[src/rtl/spi_slave_if.sv]
// SPI mode-0 slave front end: oversamples SCLK/CS_N/MOSI in the clk domain,
// deserialises MOSI bytes for the decoder and shifts the decoder's reply out on MISO.
module spi_slave_if #(
  parameter int SYNC_STAGES = 2
) (
  input  logic       clk,
  input  logic       rst_n,
  input  logic       sclk,
  input  logic       cs_n,
  input  logic       mosi,
  output logic       miso,
  output logic       byte_sync,
  output logic [7:0] data_in,
  input  logic [7:0] data_out,
  output logic       frame_active
);

  logic [SYNC_STAGES-1:0] r_sclkSync;
  logic [SYNC_STAGES-1:0] r_csSync;
  logic [SYNC_STAGES-1:0] r_mosiSync;
  logic                   r_sclkDly;
  logic                   r_frameActive;
  logic [2:0]             r_bitCnt;
  logic [7:0]             r_rxShift;
  logic [7:0]             r_txShift;
  logic [7:0]             r_dataIn;
  logic                   r_byteSync;
  logic                   r_miso;

  logic w_sclkS;
  logic w_csS;
  logic w_mosiS;
  logic w_rise;
  logic w_fall;
  logic w_active;

  assign w_sclkS = r_sclkSync[SYNC_STAGES-1];
  assign w_csS   = r_csSync[SYNC_STAGES-1];
  assign w_mosiS = r_mosiSync[SYNC_STAGES-1];
  assign w_rise  = w_sclkS & ~r_sclkDly;
  assign w_fall  = ~w_sclkS & r_sclkDly;
  // Gating on the live synced cs_n lets a deassertion override an sclk edge seen in the same cycle.
  assign w_active = r_frameActive & ~w_csS;

  // Equal-depth chains keep sclk, cs_n and mosi aligned; reset looks like an idle bus.
  always_ff @(posedge clk or negedge rst_n) begin
    if (!rst_n) begin
      r_sclkSync <= '0;
      r_csSync   <= '1;
      r_mosiSync <= '0;
      r_sclkDly  <= 1'b0;
    end else begin
      r_sclkSync <= {r_sclkSync[SYNC_STAGES-2:0], sclk};
      r_csSync   <= {r_csSync[SYNC_STAGES-2:0], cs_n};
      r_mosiSync <= {r_mosiSync[SYNC_STAGES-2:0], mosi};
      r_sclkDly  <= w_sclkS;
    end
  end

  always_ff @(posedge clk or negedge rst_n) begin
    if (!rst_n) begin
      r_frameActive <= 1'b0;
      r_bitCnt      <= 3'd0;
      r_rxShift     <= 8'h00;
      r_dataIn      <= 8'h00;
      r_byteSync    <= 1'b0;
    end else begin
      r_frameActive <= ~w_csS;
      r_byteSync    <= 1'b0;
      if (!w_active) begin
        r_bitCnt  <= 3'd0;
        r_rxShift <= 8'h00;
      end else if (w_rise) begin
        r_bitCnt  <= r_bitCnt + 3'd1;
        r_rxShift <= {r_rxShift[6:0], w_mosiS};
        if (r_bitCnt == 3'd7) begin
          r_dataIn   <= {r_rxShift[6:0], w_mosiS};
          r_byteSync <= 1'b1;
        end
      end
    end
  end

  // Between bytes the transmit register follows data_out so the decoder's late reply still makes the slot.
  always_ff @(posedge clk or negedge rst_n) begin
    if (!rst_n) begin
      r_txShift <= 8'h00;
      r_miso    <= 1'b0;
    end else begin
      if (w_active) begin
        if (w_rise && r_bitCnt == 3'd0) begin
          r_txShift <= r_txShift;
        end else if (w_fall && r_bitCnt != 3'd0) begin
          r_txShift <= {r_txShift[6:0], 1'b0};
        end else if (r_bitCnt == 3'd0) begin
          r_txShift <= data_out;
        end
      end
      r_miso <= w_active ? r_txShift[7] : 1'b0;
    end
  end

  assign miso         = r_miso;
  assign byte_sync    = r_byteSync;
  assign data_in      = r_dataIn;
  assign frame_active = r_frameActive;

endmodule

[config.mk]
export PLATFORM = sky130hd
export DESIGN_NAME = spi_slave_if
export DESIGN_NICKNAME = d
export VERILOG_FILES = /design/src/rtl/spi_slave_if.sv
export SDC_FILE = /design/constraint.sdc
export NUM_CORES = 1
export LEC_CHECK = 0
export BUFFER_PORTS_ARGS = -buffer_cell sky130_fd_sc_hd__buf_2
export CAP_MARGIN = 5
export CORE_AREA = 2 2 53 80
export CTS_CLUSTER_SIZE = 24
export DETAILED_ROUTE_END_ITERATION = 10
export DIE_AREA = 0 0 55 82
export GPL_ROUTABILITY_DRIVEN = 0
export HOLD_SLACK_MARGIN = 0.05
export PLACE_DENSITY_LB_ADDON = 0.12
export SYNTH_ARGS = -nofsm -noshare
export SYNTH_HDL_FRONTEND = slang
export SYNTH_SLANG_ARGS = --single-unit
[constraint.sdc]
create_clock -name clk -period 2.1 [get_ports clk]
set_input_delay 0.105 -clock clk [delete_from_list [all_inputs] [get_ports clk]]
set_output_delay 0.105 -clock clk [all_outputs]
set_load 0.01 [all_outputs]
==> qor.yml <==
area_taken_by_multi_input_logic_gates_um2: 533
outcome: "finished, final reports clean"
floorplan.core_area_mm2: 0.00385
htree_depth: 2
startpoint_type: "register"
ctsRootBufferMaster: "clkbuf_8"
drt_iter0_drc: 4
cts.sinks: 36
worstPathArrival_ps: 1900
synthDominantCellAreaShare: 0.580
synth-seq-cells: 36
power_leakage_nw: 0.962
final_net_count: 142
drcViolationCount: 0
finalSetupViolCount: 0
synth_cell_type_count: 28
drv_cap: 0
fill_cells: 370
synth.area.top_cells: "dfrtp_1 (58%), mux2_4 (7.2%), mux2_1 (6.1%)"
post-route-period-util: 0.823
tritoncts.num_buffers: 5
clk_transition_reported_paths_ps: 70
ys_warn_count: 0
global_route_wire_length_before_repair_mm: 3.97
timing.final.max_slew_violations: 0
rsz0062_at_grt: "no"
timing.final.hold_violations: 0
synthesis.nets: 109
grt_use_total: 0.128
synth_top_area_cell: "dfrtp_1"
floorplan.die_area_mm2: 0.00451
fin_util: 0.467
post_synth_instance_area_mm2: 0.00147
slew_headroom: 0.479
fin_crit_ps: 1730
floorplan.rows: 28
floorplan.die.width_um: 55
synthesis.instances: 93
worst_ir_drop_on_vdd_uv: 633
wl_per_instance_um: 13.8
hpwlAfterDp_mm: 1.64
proportion_of_layout_cells_with_a_drive_suffix_above_1: 0.433
max_freq_ghz: 0.578
antenna_found_initial: 0
detail-route-antenna-nets: 0
overflow: 0
skew_ps: 4.96
port_buffers: 23
antenna-diode-count: 0
total_length_of_routed_wires_mm: 2.38
synth_edf_count: 0
critical_path_class: "register to register"
min_path_type: "input pin to register"
floorplan.initialDensity: 0.381
worst-slew-pin-transition_ps: 782
clk-insertion-delay-late_ps: 280
cp_max_fo: 7
cts_tree: "built"
io_pins: 24
totalNegativeSetupSlack_ps: 0
flow.area_growth_from_synthesis_pct: 22.6
drt-vias-per-instance: 4.81
critical_path_required_ps: 2270
regArea_um2: 903
die_y_um: 82
ctsLongestPathBuffers: 2
ys_seq_area_frac: 0.616
via_count: 827
critPathCaptureType: "register"
total_power_divided_by_cell_area_mw_per_mm2: 848
synth_async_sr_flop_share: 1.00
largest_net_degree_at_the_start_of_global_routing: 37
totalPowerFinal_mw: 1.53
detailedRoute.firstPassIterationCount: 4
synthFlopType: "dfrtp_1"
first_global_vias: 838
avgSynthCellArea_um2: 15.8
==> where the power goes <==
group          internal (mW)  switching (mW)  leakage, nW
clock                  0.419           0.237       0.0645
combinational         0.0617          0.0494        0.433
sequential             0.736          0.0222        0.464
total                   1.22           0.309        0.962
==> placed cells by master (no fill, tap or decap) <==
cell / instances
dfrtp_1: 34
buf_2: 23
a22o_1: 9
mux2_1: 8
mux2_4: 7
mux2_2: 7
clkbuf_8: 7
dlygate4sd3_1: 5
inv_1: 3
ha_1: 3
dfstp_2: 2
and3_1: 1
nand2b_1: 1
nand2b_2: 1
nor2_8: 1
nand2_4: 1
inv_2: 1
and2b_1: 1
nor2_2: 1
nor2b_1: 1
nor2b_4: 1
nand2b_4: 1
a21oi_1: 1
nor2_4: 1
o21ai_1: 1
nand3_1: 1
nand2_1: 1
xnor2_1: 1
nor2_1: 1
bufinv_16: 1
==> Yosys cell counts, types with 2 or more instances <==
| cell type | instances |
|---|---|
| mux2_4 | 7 |
| mux2_1 | 8 |
| a22o_1 | 9 |
| dfrtp_1 | 34 |
| inv_1 | 3 |
| ha_1 | 3 |
| dfstp_2 | 2 |
| mux2_2 | 7 |
==> what timing repair did <==
action                    in CTS  in global routing
buffers inserted               0                  0
hold buffers                   5                  0
gates resized for setup        0                  0
hold endpoints to repair      38                  0
==> stage by stage <==
stage	std cells	worst slack (ps)	hold slack, ps	cell area (µm²)
2_1_floorplan	93	420	-191	1470
3_3_place_gp	159	412	211	1620
3_5_place_dp	159	372	211	1620
4_1_cts	172	358	171	1800
5_1_grt	172	290	175	1800
6_report	172	371	182	1800
==> registers in the layout, indices dropped and copies added (netlist names), 2 cells and up <==
register	flops
r_rxShift	7
r_csSync	2
r_bitCnt	3
r_txShift	8
r_sclkSync	2
r_mosiSync	2
data_in	8
==> routing by layer <==
layer,wire length [µm],vias up,global-route usage
met5,0,-,0
met4,47,0,0.0805
met3,137,5,0.0436
met2,1190,21,0.193
met1,1000,414,0.153
li1,-,387,-
==> worst max-delay path, stage by stage (launching register included) <==
cell and delay, ps:
dfrtp_1 410, inv_1 70, ha_1 120, nor2b_1 200
nand2b_4 240, mux2_4 310, mux2_2 260
==> final timing paths <==
kind | startpoint | to | slack [ps] | depth (start not counted)
setup / recovery | r_bitCnt[0] | r_txShift[6] | 370 | 6
hold / removal | data_out[5] | r_txShift[5] | 180 | 3
setup reg to reg | r_bitCnt[0] | r_txShift[6] | 370 | 6
hold reg to reg | r_sclkSync[0] | r_sclkSync[1] | 350 | 0
max in group asynchronous | rst_n | data_in[5] | 1160 | 2
min in group asynchronous | rst_n | r_txShift[1] | 440 | 2
==> cell type report <==
| class | instances | share of cell area |
|---|---|---|
| inverter | 4 | 0.00834 |
| sequential | 36 | 0.502 |
| multi-input combinational | 51 | 0.296 |
| timing repair buffer | 28 | 0.0918 |
| clock buffer | 7 | 0.0535 |
| clock inverter | 1 | 0.0167 |
| tap | 45 | 0.0313 |
==> cell families (layout without fill, tap and decap cells) <==
logic type               Yosys count  after routing  share of synthesized area
flip-flops                        36             36                      0.616
buffers and inverters              6             40                     0.0213
XOR/XNOR                           1              1                    0.00597
multiplexers                      22             22                      0.187
AND/OR/NAND/NOR                   14             14                     0.0844
AO/OA/AOI/OAI                     11             11                     0.0605
adder cells (fa/ha/maj)            3              3                     0.0256
No activity file was read; power rests on OpenSTA's default activity.
